$ cat src/rtl/m3_key_cmd_gen_pkg.sv
// Shared state encoding, key indices and timing defaults for the m3 front-panel
// command generator; shortened timings are picked up when `simulating` is defined.
package m3_pkg;

    typedef enum logic [1:0] {
        IDLE  = 2'd0,
        RUN   = 2'd1,
        FSTOP = 2'd2
    } m3_state_e;

`ifdef simulating
    localparam int unsigned DEF_DEBOUNCE_CYC = 4;
    localparam int unsigned DEF_REPEAT_DLY   = 20;
    localparam int unsigned DEF_REPEAT_PER   = 5;
`else
    localparam int unsigned DEF_DEBOUNCE_CYC = 20000;
    localparam int unsigned DEF_REPEAT_DLY   = 500000;
    localparam int unsigned DEF_REPEAT_PER   = 100000;
`endif
    localparam int unsigned DEF_CNT_W = 22;

    localparam int NUM_KEYS    = 7;
    localparam int KEY_START   = 0;
    localparam int KEY_STOP    = 1;
    localparam int KEY_DIR     = 2;
    localparam int KEY_FREQ_UP = 3;
    localparam int KEY_FREQ_DN = 4;
    localparam int KEY_PWR_UP  = 5;
    localparam int KEY_PWR_DN  = 6;

endpackage

$ cat src/rtl/m3_key_cmd_gen_debounce.sv
// One push-button: 2-FF synchroniser, consecutive-disagreement debouncer and a
// one-cycle press event on every released->pressed flip of the debounced level.
module m3_key_debounce
    import m3_pkg::*;
#(
    parameter int unsigned DEBOUNCE_CYC = DEF_DEBOUNCE_CYC,
    parameter int unsigned CNT_W        = DEF_CNT_W
) (
    input  logic clkI,
    input  logic nRstI,
    input  logic keyN,
    output logic pressedO,
    output logic pressEvO
);

    localparam logic [CNT_W-1:0] CNT_LAST = CNT_W'(DEBOUNCE_CYC - 1);

    logic             sync1_q, sync1_d;
    logic             sync2_q, sync2_d;
    logic             level_q, level_d;
    logic             ev_q, ev_d;
    logic [CNT_W-1:0] cnt_q, cnt_d;

    // Polarity is flipped at the pin so everything downstream is 1 = pressed.
    always_comb begin
        sync1_d = ~keyN;
        sync2_d = sync1_q;
        level_d = level_q;
        ev_d    = 1'b0;
        cnt_d   = cnt_q;
        if (sync2_q == level_q) begin
            cnt_d = '0;
        end else if (cnt_q == CNT_LAST) begin
            cnt_d   = '0;
            level_d = sync2_q;
            ev_d    = sync2_q;
        end else if (cnt_q != '1) begin
            cnt_d = cnt_q + CNT_W'(1);
        end
    end

    always_ff @(posedge clkI or negedge nRstI) begin
        if (!nRstI) begin
            sync1_q <= 1'b0;
            sync2_q <= 1'b0;
            level_q <= 1'b0;
            ev_q    <= 1'b0;
            cnt_q   <= '0;
        end else begin
            sync1_q <= sync1_d;
            sync2_q <= sync2_d;
            level_q <= level_d;
            ev_q    <= ev_d;
            cnt_q   <= cnt_d;
        end
    end

    assign pressedO = level_q;
    assign pressEvO = ev_q;

endmodule

$ cat src/rtl/m3_key_cmd_gen.sv
// Front-panel command generator: debounces seven keys, runs the start/stop/force-stop
// FSM and drives the calculator's level controls and hold-to-repeat INC/DEC pulses.
module m3_key_cmd_gen
    import m3_pkg::*;
#(
    parameter int unsigned DEBOUNCE_CYC = DEF_DEBOUNCE_CYC,
    parameter int unsigned REPEAT_DLY   = DEF_REPEAT_DLY,
    parameter int unsigned REPEAT_PER   = DEF_REPEAT_PER,
    parameter int unsigned CNT_W        = DEF_CNT_W
) (
    input  logic clkI,
    input  logic nRstI,
    input  logic keyStartN,
    input  logic keyStopN,
    input  logic keyDirN,
    input  logic keyFreqUpN,
    input  logic keyFreqDnN,
    input  logic keyPwrUpN,
    input  logic keyPwrDnN,
    output logic m3startO,
    output logic m3forceStopO,
    output logic m3invRotateO,
    output logic m3freqINCo,
    output logic m3freqDECo,
    output logic m3powerINCo,
    output logic m3powerDECo
);

    localparam longint unsigned CNT_MAX = (64'd1 << CNT_W) - 64'd1;
    localparam logic [CNT_W-1:0] DLY_LAST = CNT_W'(REPEAT_DLY - 1);
    localparam logic [CNT_W-1:0] PER_LAST = CNT_W'(REPEAT_PER - 1);

    logic [NUM_KEYS-1:0] key_n;
    logic [NUM_KEYS-1:0] key_lvl;
    logic [NUM_KEYS-1:0] key_ev;
    logic [1:0]          inc_w;
    logic [1:0]          dec_w;
    logic                unused_lvl;

    m3_state_e state_q;
    logic      start_q, fstop_q, inv_q, run_q;
    logic      run, run_entry;

    assign key_n = {keyPwrDnN, keyPwrUpN, keyFreqDnN, keyFreqUpN, keyDirN, keyStopN, keyStartN};
    // Start and direction act on their press events only.
    assign unused_lvl = key_lvl[KEY_START] ^ key_lvl[KEY_DIR];

    genvar gi;
    generate
        if (DEBOUNCE_CYC == 0 || REPEAT_DLY == 0 || REPEAT_PER == 0) begin : g_zero_param
            $error("m3_key_cmd_gen: timing parameters must be non-zero");
        end
        if (DEBOUNCE_CYC > CNT_MAX || REPEAT_DLY > CNT_MAX || REPEAT_PER > CNT_MAX) begin : g_cnt_w
            $error("m3_key_cmd_gen: CNT_W too narrow for timing parameters");
        end

        for (gi = 0; gi < NUM_KEYS; gi++) begin : g_key
            m3_key_debounce #(
                .DEBOUNCE_CYC(DEBOUNCE_CYC),
                .CNT_W       (CNT_W)
            ) u_deb (
                .clkI    (clkI),
                .nRstI   (nRstI),
                .keyN    (key_n[gi]),
                .pressedO(key_lvl[gi]),
                .pressEvO(key_ev[gi])
            );
        end
    endgenerate

    // Stop is tested before start in every state so a simultaneous press forces a stop.
    always_ff @(posedge clkI or negedge nRstI) begin
        if (!nRstI) begin
            state_q <= IDLE;
            start_q <= 1'b0;
            fstop_q <= 1'b0;
            inv_q   <= 1'b0;
            run_q   <= 1'b0;
        end else begin
            run_q <= (state_q == RUN);
            if (state_q == IDLE && key_ev[KEY_DIR])
                inv_q <= ~inv_q;
            case (state_q)
                IDLE: begin
                    if (key_ev[KEY_STOP]) begin
                        state_q <= FSTOP;
                        fstop_q <= 1'b1;
                    end else if (key_ev[KEY_START]) begin
                        state_q <= RUN;
                        start_q <= 1'b1;
                    end
                end
                RUN: begin
                    if (key_ev[KEY_STOP]) begin
                        state_q <= FSTOP;
                        start_q <= 1'b0;
                        fstop_q <= 1'b1;
                    end else if (key_ev[KEY_START]) begin
                        state_q <= IDLE;
                        start_q <= 1'b0;
                    end
                end
                FSTOP: begin
                    if (!key_lvl[KEY_STOP]) begin
                        state_q <= IDLE;
                        fstop_q <= 1'b0;
                    end
                end
                default: begin
                    state_q <= IDLE;
                    start_q <= 1'b0;
                    fstop_q <= 1'b0;
                end
            endcase
        end
    end

    assign run       = (state_q == RUN);
    assign run_entry = run & ~run_q;

    // Repeat engines: index 0 = frequency pair, 1 = power pair.
    generate
        for (gi = 0; gi < 2; gi++) begin : g_rep
            localparam int UP_IDX = KEY_FREQ_UP + 2 * gi;
            localparam int DN_IDX = UP_IDX + 1;

            logic             up, dn, held, both, fire;
            logic             active_q, active_d;
            logic             rep_q, rep_d;
            logic             both_q;
            logic             inc_q, inc_d, dec_q, dec_d;
            logic [CNT_W-1:0] cnt_q, cnt_d;

            always_comb begin
                up       = key_lvl[UP_IDX];
                dn       = key_lvl[DN_IDX];
                held     = up ^ dn;
                both     = up & dn;
                fire     = 1'b0;
                active_d = active_q;
                rep_d    = rep_q;
                cnt_d    = cnt_q;
                if (!run || !held) begin
                    active_d = 1'b0;
                    rep_d    = 1'b0;
                    cnt_d    = '0;
                end else if (!active_q) begin
                    // A fresh hold starts on a press, a conflict clearing, or RUN entry.
                    if (key_ev[UP_IDX] || key_ev[DN_IDX] || both_q || run_entry) begin
                        fire     = 1'b1;
                        active_d = 1'b1;
                        cnt_d    = '0;
                    end
                end else if (cnt_q == (rep_q ? PER_LAST : DLY_LAST)) begin
                    fire  = 1'b1;
                    rep_d = 1'b1;
                    cnt_d = '0;
                end else if (cnt_q != '1) begin
                    cnt_d = cnt_q + CNT_W'(1);
                end
                inc_d = fire & up;
                dec_d = fire & dn;
            end

            always_ff @(posedge clkI or negedge nRstI) begin
                if (!nRstI) begin
                    active_q <= 1'b0;
                    rep_q    <= 1'b0;
                    both_q   <= 1'b0;
                    inc_q    <= 1'b0;
                    dec_q    <= 1'b0;
                    cnt_q    <= '0;
                end else begin
                    active_q <= active_d;
                    rep_q    <= rep_d;
                    both_q   <= both;
                    inc_q    <= inc_d;
                    dec_q    <= dec_d;
                    cnt_q    <= cnt_d;
                end
            end

            assign inc_w[gi] = inc_q;
            assign dec_w[gi] = dec_q;
        end
    endgenerate

    assign m3startO     = start_q;
    assign m3forceStopO = fstop_q;
    assign m3invRotateO = inv_q;
    assign m3freqINCo   = inc_w[0];
    assign m3freqDECo   = dec_w[0];
    assign m3powerINCo  = inc_w[1];
    assign m3powerDECo  = dec_w[1];

endmodule

$ cat config.mk
export PLATFORM = sky130hd
export DESIGN_NAME = m3_key_cmd_gen
export DESIGN_NICKNAME = d
export VERILOG_FILES = /design/src/rtl/m3_key_cmd_gen_pkg.sv /design/src/rtl/m3_key_cmd_gen_debounce.sv /design/src/rtl/m3_key_cmd_gen.sv
export SDC_FILE = /design/constraint.sdc
export NUM_CORES = 1
export LEC_CHECK = 0
export BUFFER_PORTS_ARGS = -buffer_cell sky130_fd_sc_hd__buf_2
export CELL_PAD_IN_SITES_DETAIL_PLACEMENT = 1
export CELL_PAD_IN_SITES_GLOBAL_PLACEMENT = 2
export CORE_MARGIN = 2
export CORE_UTILIZATION = 45
export CTS_CLUSTER_DIAMETER = 40
export DETAILED_ROUTE_END_ITERATION = 10
export PLACE_DENSITY_LB_ADDON = 0.1
export SKIP_LAST_GASP = 1
export SYNTH_ARGS = -nofsm -noshare
export SYNTH_HDL_FRONTEND = slang
export SYNTH_HIERARCHICAL = 1
export SYNTH_SLANG_ARGS = --single-unit
$ cat constraint.sdc
create_clock -name clkI -period 4.46 [get_ports clkI]
set_input_delay 0.223 -clock clkI [delete_from_list [all_inputs] [get_ports clkI]]
set_output_delay 0.223 -clock clkI [all_outputs]
set_load 0.005 [all_outputs]
* Yosys cells after proc, flatten, opt, wreduce, memory -nomap -nowiden *
Index checks and enable logic that the tools add are counted.

word-level totals
  bits in registers = 242
  output and inout bits = 7
  word-level logic and storage cells = 242

operators by class
  add/subtract/negate cells = 9
  equality and inequality tests = 35
  mux-type cells = 79
  bitwise operators = 26
  reductions and logical operators = 41

operators by type and width
  kind                                                    number
  2-to-1 mux 22 bit                                       31
  adder 22 x 1 -> 22 bit (second input constant)          9
  inequality test 22 bit (second input constant)          9
  equality test 22 x 15 -> 1 bit (second input constant)  7
  equality test 22 x 19 -> 1 bit                          2
  2-to-1 mux 1 bit                                        38
  2-to-1 mux 19 bit                                       2
  nonzero test 3 bit                                      9
  AND reduction 2 bit                                     12
  NOT 1 bit                                               17
  2-to-1 mux 2 bit                                        5
  logical OR 1 bit                                        8
  inequality test 4 x 1 -> 1 bit (second input constant)  2
  nonzero test 2 bit                                      4
  AND 1 bit                                               7
  equality test 1 bit                                     7
  inequality test 3 x 1 -> 1 bit (second input constant)  2
  case mux 2 bit (3 select lines)                         1
  inequality test 2 x 1 -> 1 bit (second input constant)  2
  inequality test 2 bit (second input constant)           2
  AND reduction 4 bit                                     1
  logical NOT 1 bit                                       3
  case mux 1 bit (3 select lines)                         1
  AND reduction 3 bit                                     1
  other kinds (7)                                         8

* Longest topological paths before layout *
Gate-level depths: netlist of the first run.

  depth after elaboration = 7
  gate-level depth with buffers = 9
  gate-level depth less buffers = 6

* Modules after synthesis *
Netlist of the first run, hierarchy kept.

by module, submodules not included
  module                                 times used  cells each  area each (µm²)
  m3_key_debounce at g_key[0].u_deb ...  6           146         1420.1
  m3_key_cmd_gen                         1           404         3550.9
  m3_key_debounce at g_key[6].u_deb      1           145         1446.4

* Worst setup path after synthesis of the first run *
No wires, ideal clock.

  kind = reg2reg
  start point = register g_rep[0].cnt_q[0]
  end point = register g_rep[0].cnt_q[9]
  arrival = 1779 ps
  path slack = 2543 ps
  stages on the path, launching flop included = 9
  path buffers = 2
  clock period less this slack = 1917 ps
  cells stage by stage = dfrtp_1 ha_1 and4_1 nand4_1 o31a_1 buf_2 buf_2 nand4_1 o221ai_1

between the ends
  longest elaborated chain between the ends = 5
  elaborated cells between the ends (all ways) = 9
  those cells by class = add/sub: 1; eq/ne: 3; mux: 4; reduce/logical: 1

RTL lines
  element                   RTL line               source
  start: declaration        m3_key_cmd_gen.sv:132  logic [CNT_W-1:0] cnt_q, cnt_d;
  start signal: assignment  m3_key_cmd_gen.sv:179  cnt_q <= cnt_d;
  adder 22 x 1 -> 22 bit    m3_key_cmd_gen.sv:159  cnt_d = cnt_q + CNT_W'(1);
  2-to-1 mux 22 bit         m3_key_cmd_gen.sv:158  end else if (cnt_q != '1) begin
  2-to-1 mux 22 bit         m3_key_cmd_gen.sv:154  end else if (cnt_q == (rep_q ? PER_LAST : DLY_LAST)) begin
  2-to-1 mux 22 bit         m3_key_cmd_gen.sv:147  end else if (!active_q) begin
  2-to-1 mux 22 bit         m3_key_cmd_gen.sv:143  if (!run || !held) begin

Parallel ways exist; a longest one is shown, timed or not. The select of a mux whose other input is x is not followed.
A chain may end at the register's enable or synchronous reset.

* Worst setup path in the final report of the first run *
  start point = register g_key[5].u_deb.level_q
  end point = register g_rep[1].cnt_q[13]

between the ends
  longest elaborated chain between the ends = 5
  elaborated cells between the ends (all ways) = 7
  those cells by class = eq/ne: 1; mux: 1; bitwise: 1; reduce/logical: 4

RTL lines
  element                                                                                       RTL line                       source
  start: declaration                                                                            m3_key_cmd_gen_debounce.sv:20  logic level_q, level_d;
  start signal: assignment                                                                      m3_key_cmd_gen_debounce.sv:52  level_q <= level_d;
  bitwise XOR 1 bit (*)                                                                         m3_key_cmd_gen.sv:137          held = up ^ dn;
  logical NOT 1 bit (*)                                                                         m3_key_cmd_gen.sv:143
  logical OR 1 bit (*)                                                                          m3_key_cmd_gen.sv:143
  inequality test 4 x 1 -> 1 bit (no source line) / nonzero test 3 bit (equally long branches)  --
  AND reduction 2 bit (no source line)                                                          --
  end signal: assignment                                                                        m3_key_cmd_gen.sv:179
  end: declaration                                                                              m3_key_cmd_gen.sv:132

Every way passes the cells marked *; elsewhere a longest branch is shown, timed or not.

==> results.sh, run 1 <==
export IMPL_status="completed"
export IMPL_placedCellCount=1760
export IMPL_gp_congestion=0.773
export IMPL_ant_nets=0
export IMPL_critical_path_class="flip-flop to flip-flop"
export IMPL_hold_depth=0
export IMPL_drt_iter0_markers=541
export IMPL_die_area_um2=31400
export IMPL_ys_warn_count=6
export IMPL_seqPwrFrac_pct=39.0
export IMPL_rsz0062_at_grt="no"
export IMPL_synth_edf_count=0
export IMPL_period_share_pct=63.0
export IMPL_numCtsBuffers=43
export IMPL_cap_viol_max_count=0
export IMPL_clock_skew_final_ns=0.0145
export IMPL_synth_most_common_cell="dfrtp_1"
export IMPL_leakagePower_nw=6.09
export IMPL_io_buffers=15
export IMPL_synth_fa_ha_area_share_pct=1.02
export IMPL_synthSimpleGateAreaFrac_pct=26.6
export IMPL_p_per_area_nw_per_um2=375
export IMPL_drive_above_1_share_pct=10.7
export IMPL_seq_area_um2=6060
export IMPL_root_buffer="clkbuf_16"
export IMPL_fp_dieH_um=177
export IMPL_fin_cells=1847
export IMPL_drv_slew=0
export IMPL_power_mw=5.77
export IMPL_synth_top_cell_area_share_pct=44.8
export IMPL_worst_path_max_fanout=22
export IMPL_ioPinCount=16
export IMPL_vias=11100
export IMPL_fin_setup_tns_ns=0
export IMPL_synthTopCellsByArea="dfrtp_1 (45%), o21ai_0 (4.3%), and4_1 (4.1%)"
export IMPL_cts_sinks=242
export IMPL_intPower_mw=4.54
export IMPL_drc_errors=0
export IMPL_gr_total_overflow=0
export IMPL_fillers=3356
export IMPL_multi_input_area_um2=6810
export IMPL_grt_start_max_net_pins=117
export IMPL_irDropWorstVdd_v=0.000384
export IMPL_setup_slack_ns=1.65
export IMPL_end_kind="flip-flop"
export IMPL_holdCritPathClass="flip-flop to flip-flop"
export IMPL_core_area_um2=29600
export IMPL_grt_pass1_wl_um=59700
export IMPL_grt_pass1_vias=11500
export IMPL_power_frac_comb_pct=2.3
export IMPL_grt_antenna_before_repair=0
export IMPL_synthMuxAreaShare_pct=1.07
export IMPL_track_usage_pct=22.7
export IMPL_syn_num_nets=1445
export IMPL_hold_viol=0
export IMPL_layout_nets=1443
export IMPL_syn_to_final_growth_pct=13.7
export IMPL_cts_resized=0
export IMPL_start_util_pct=45.6
export IMPL_ys_seq_elements=242
export IMPL_p_clk_share_pct=58.7
export IMPL_worst_slew_pin_slew_ns=1.12
export IMPL_die_w_um=177
export IMPL_crit_required_ns=4.89
export IMPL_start_kind="flip-flop"
export IMPL_fin_crit_ns=2.81
export IMPL_vias_per_cell=6.03
export IMPL_netSwitchingFraction_pct=21.4
export IMPL_ys_seq_area_share_pct=44.8
export IMPL_relSlewSlack_pct=25.4
export IMPL_dp_hpwl_um=23000
export IMPL_synth_cell_types=66
export IMPL_yosys_area_top_type="dfrtp_1"
export IMPL_p_switching_mw=1.23
export IMPL_rows=63
export IMPL_wl_per_cell_um=18.7
export IMPL_arrival_ns=3.24
export IMPL_syn_avg_cell_area_um2=9.49
export IMPL_synth_cell_area_um2=13500
export IMPL_synthFlopType="dfrtp_1"
export IMPL_clkTransAtPathRegs_ns=0.05
export IMPL_clk_latency_ns=0.52
export IMPL_cts_buffer_depth=3
export IMPL_synthXorXnorAreaFrac_pct=7.00
export IMPL_setup_viol=0
export IMPL_pre_cts_slack_ns=1.67
export IMPL_first_pass_iters=4
export IMPL_htreeDepth=2
export IMPL_worst_r2r_cell_count=6
export IMPL_wirelength_um=34600
export IMPL_n_antenna_cell=0
export IMPL_fmax_mhz=356
export IMPL_synth_top_family_by_area="simple AND/OR/NAND/NOR gates"
export IMPL_synth_compound_area_share_pct=14.7
export IMPL_async_flop_share_pct=100
export IMPL_syn_inst=1425
export IMPL_synth_top_cells_by_count="dfrtp_1 (242), o21ai_0 (115), nand3_1 (98)"
export IMPL_tritoncts="built"
## routing by layer
layer	routed length [µm]	track usage, %	vias up	part of all wire (%)
met5	0	0	-	0
met3	756	2.81	48	2.2
met4	575	4.88	0	1.7
met1	17100	32.7	5628	49
met2	16200	36.9	80	47
li1	-	-	5380	-
## layout make-up
| cell class | instances | share of cell area, % |
|---|---|---|
| multi-input cells | 1043 | 44.3 |
| flip-flops and latches | 242 | 39.4 |
| clock buffers | 54 | 7.94 |
| well taps | 390 | 3.18 |
| repair buffers | 39 | 1.94 |
| clock inverters | 25 | 1.90 |
| inverters | 54 | 1.32 |
## timing repair
item                                   in CTS  in global routing
hold buffers                                8                  0
buffers inserted                            0                  0
endpoints found under the hold margin     120                  0
## flip-flops by register name (all words and copies together) (netlist names)
name	flops
g_key.u_deb/sync2_q	7
g_rep.cnt_q	44
state_q	2
g_key.u_deb/cnt_q	154
g_key.u_deb/sync1_q	7
g_rep.active_q	2
m3freqDECo	1
m3startO	1
m3freqINCo	1
m3invRotateO	1
g_rep.rep_q	2
m3powerDECo	1
m3powerINCo	1
g_key.u_deb/pressEvO	7
g_key.u_deb/pressedO	7
m3forceStopO	1
run_q	1
g_rep.both_q	2
## power groups by stage
stage               clock network, mW  registers [mW]  logic (mW)
finish                           3.39            2.25       0.130
detailed placement                  0            2.29       0.131
floorplan                           0            2.28      0.0573
global route                     3.58            2.25       0.151
global placement                    0            2.28       0.128
CTS                              3.47            2.25       0.137
## stage by stage
step / cell area, µm² / utilization (%) / hold WS, ns
3_5_place_dp: 13800 / 46.5 / 0.336
6_report: 15400 / 51.8 / 0.347
3_3_place_gp: 13800 / 46.5 / 0.333
2_1_floorplan: 13500 / - / -0.0726
5_1_grt: 15400 / 51.8 / 0.354
4_1_cts: 15400 / 51.8 / 0.350
## cells by family (layout without fill, tap and decap cells)
logic type	count (synthesis)	count (layout)
AND/OR/NAND/NOR	578	578
buffers and inverters	140	172
AO/OA/AOI/OAI	333	333
adder cells (fa/ha/maj)	11	11
flip-flops	242	242
multiplexers	13	13
XOR/XNOR	108	108
## critical path: stages (launching register included)
cell     delay (ns)
dfrtp_1        0.44
ha_1           0.35
and2_0         0.58
o311a_1        0.65
buf_4          0.37
nand3_1        0.12
a31oi_1        0.19
## worst paths after layout
check	end	slack, ns	startpoint
min	g_key[5].u_deb/sync2_q	0.35	g_key[5].u_deb/sync1_q
max	g_rep[1].cnt_q[13]	1.65	g_key[5].u_deb/pressedO
max reg2reg	g_rep[1].cnt_q[13]	1.65	g_key[5].u_deb/pressedO
max in group asynchronous	g_key[5].u_deb/cnt_q[2]	3.10	nRstI
min in group asynchronous	g_key[1].u_deb/cnt_q[20]	0.36	nRstI
min reg2reg	g_key[5].u_deb/sync2_q	0.35	g_key[5].u_deb/sync1_q
## cells in the final DEF, fill, tap and decap left out, types with 9 or more instances in the layout
master	count
xnor2_1	50
and3_1	34
nor3_1	37
o211ai_1	9
clkbuf_16	45
ha_1	11
o31ai_1	20
o21ai_1	32
and2_1	22
buf_4	15
a31oi_1	52
nand4_1	77
clkinv_2	13
a22oi_1	21
and4_1	64
a21oi_1	49
nor4_1	35
nand3_1	98
buf_2	14
nor2_1	40
nand2_1	78
nand3b_1	12
inv_1	54
xor2_1	58
dfrtp_1	242
o21ai_0	115
nor4b_1	9
No activity file was read; power rests on OpenSTA's default activity.
==> run 2: changes to the inputs <==
- CORE_UTILIZATION: 45 -> 42
- clock period: 4.46 -> 2.9 ns (I/O delays scaled with it)
==> results.sh, run 2 (synthesis results as in run 1) <==
export IMPL_numCtsBuffers=48
export IMPL_core_area_um2=31600
export IMPL_clkTransAtPathRegs_ns=0.05
export IMPL_grt_pass1_vias=11800
export IMPL_critical_path_class="flip-flop to flip-flop"
export IMPL_clk_latency_ns=0.56
export IMPL_r2r_start="g_rep[1].cnt_q[0]"
export IMPL_fp_dieH_um=183
export IMPL_end_kind="flip-flop"
export IMPL_vias=11200
export IMPL_status="completed"
export IMPL_drv_slew=0
export IMPL_layout_nets=1463
export IMPL_rsz0062_at_grt="no"
export IMPL_arrival_ns=2.91
export IMPL_ioPinCount=16
export IMPL_die_area_um2=33600
export IMPL_wl_per_cell_um=18.8
export IMPL_n_antenna_cell=0
export IMPL_hold_viol=0
export IMPL_track_usage_pct=21.7
export IMPL_setup_viol=0
export IMPL_seqPwrFrac_pct=35.5
export IMPL_critPathTopFamily="simple AND/OR/NAND/NOR gates"
export IMPL_p_per_area_nw_per_um2=618
export IMPL_fmax_mhz=409
export IMPL_worst_slew_pin_slew_ns=0.877
export IMPL_final_common_cell="dfrtp_1"
export IMPL_rrSetupSlack_ns=0.46
export IMPL_grt_pass1_wl_um=60800
export IMPL_fin_setup_tns_ns=0
export IMPL_io_buffers=15
export IMPL_crit_required_ns=3.37
export IMPL_tritoncts="built"
export IMPL_period_share_pct=84.3
export IMPL_wirelength_um=35500
export IMPL_vias_per_cell=5.97
export IMPL_drt_iter0_markers=457
export IMPL_rows=65
export IMPL_grt_start_max_net_pins=74
export IMPL_cap_viol_max_count=0
export IMPL_drive_above_1_share_pct=12.4
export IMPL_reg_top3="g_key.u_deb/cnt_q (154), g_rep.cnt_q (44)"
export IMPL_power_frac_comb_pct=2.2
export IMPL_final_cell_mix="dfrtp_1 (242), o21ai_0 (115), nand3_1 (98)"
export IMPL_htreeDepth=2
export IMPL_largest_register="g_key.u_deb/cnt_q"
export IMPL_relSlewSlack_pct=41.3
export IMPL_grt_antenna_before_repair=0
export IMPL_critPathLaunch="g_rep[1].cnt_q[0]"
export IMPL_cts_buffer_depth=3
export IMPL_netSwitchingFraction_pct=22.4
export IMPL_irDropWorstVdd_v=0.000564
export IMPL_crit_chain="ha_1, and4_1, nand4_2, o31ai_1, buf_4, nand2_1, a31oi_1"
export IMPL_intPower_mw=7.57
export IMPL_fin_hold_ws_ns=0.188
export IMPL_die_w_um=183
export IMPL_gr_total_overflow=0
export IMPL_dp_hpwl_um=23800
export IMPL_ant_nets=0
export IMPL_root_buffer="clkbuf_16"
export IMPL_holdCritPathClass="primary input to asynchronous set/reset pin"
export IMPL_clock_skew_final_ns=0.0216
export IMPL_leakagePower_nw=6.28
export IMPL_syn_to_final_growth_pct=16.7
export IMPL_p_clk_share_pct=62.3
export IMPL_worst_path_max_fanout=12
export IMPL_start_kind="flip-flop"
export IMPL_largest_register_ffs=154
export IMPL_p_switching_mw=2.18
export IMPL_cts_resized=0
export IMPL_first_pass_iters=4
export IMPL_drc_errors=0
export IMPL_worst_path_buf_inv=1
export IMPL_gp_congestion=0.761
export IMPL_fin_crit_ns=2.44
export IMPL_cts_sinks=242
export IMPL_start_util_pct=42.7
export IMPL_cp_slowest_cell="dfrtp_1"
export IMPL_max_stage_delay_ns=0.40
## run 2: changes by cell type in the layout (fill, tap and decap cells not counted), sizes merged
cell | previous run | this run
inv | 54 | 62
bufinv | 6 | 10
clkinv | 14 | 9
clkbuf | 54 | 53
buf | 31 | 46
clkinvlp | 5 | 10
## run 2: power by group through the flow
| stage | clock, mW | sequential (mW) | combinational [mW] |
|---|---|---|---|
| after detailed placement | 0 | 3.51 | 0.213 |
| after global routing | 6.40 | 3.46 | 0.244 |
| after CTS | 6.24 | 3.46 | 0.223 |
| after global placement | 0 | 3.51 | 0.210 |
| after floorplan | 0 | 3.50 | 0.0881 |
| final | 6.08 | 3.46 | 0.213 |
## run 2: path summary, 6_finish.rpt
check,to,cells past startpoint
worst min register to register,g_key[0].u_deb/sync2_q,0
max in group asynchronous,g_key[3].u_deb/cnt_q[12],3
worst max register to register,g_rep[1].cnt_q[18],7
worst max-delay path,g_rep[1].cnt_q[18],7
worst min-delay path,g_key[1].u_deb/cnt_q[18],2
min in group clkI,g_key[0].u_deb/sync1_q,3
## run 2: cell type report
class                           count  area (µm²)
Inverter                           54         203
Fill cell                        3598       15900
Tap cell                          402         503
Timing Repair Buffer               54         423
Sequential cell                   242        6060
Clock buffer                       53        1270
Multi-Input combinational cell   1043        6810
Clock inverter                     37         513
## run 2: layer usage
metal	GRT usage [%]	part of all wire, %	vias to the layer above	routed length (µm)
li1	-	-	5406	-
met2	35.3	47	124	16700
met3	3.14	2.6	49	935
met4	6.21	2.2	0	764
met5	0	0	-	0
met1	30.2	48	5670	17100
## run 2: through the flow
step	utilization, %	std cells	total power, mW	area [µm²]	setup slack, ns
2_1_floorplan	-	1425	3.59	13500	0.983
3_3_place_gp	44.0	1787	3.72	13900	0.600
3_5_place_dp	44.0	1787	3.73	13900	0.439
4_1_cts	49.9	1885	9.92	15800	0.433
5_1_grt	49.9	1885	10.1	15800	0.226
6_report	49.9	1885	9.76	15800	0.457
## run 2: worst register-to-register path, cell delays in order (launching register included)
cell and delay (ns):
dfrtp_1 0.40, ha_1 0.22, and4_1 0.38, nand4_2 0.21, o31ai_1 0.32, buf_4 0.22, nand2_1 0.32, a31oi_1 0.30
## run 2: repair_timing
action,in CTS,in global routing
hold buffers,8,0
endpoints found under the hold margin,75,0
setup buffers,0,0
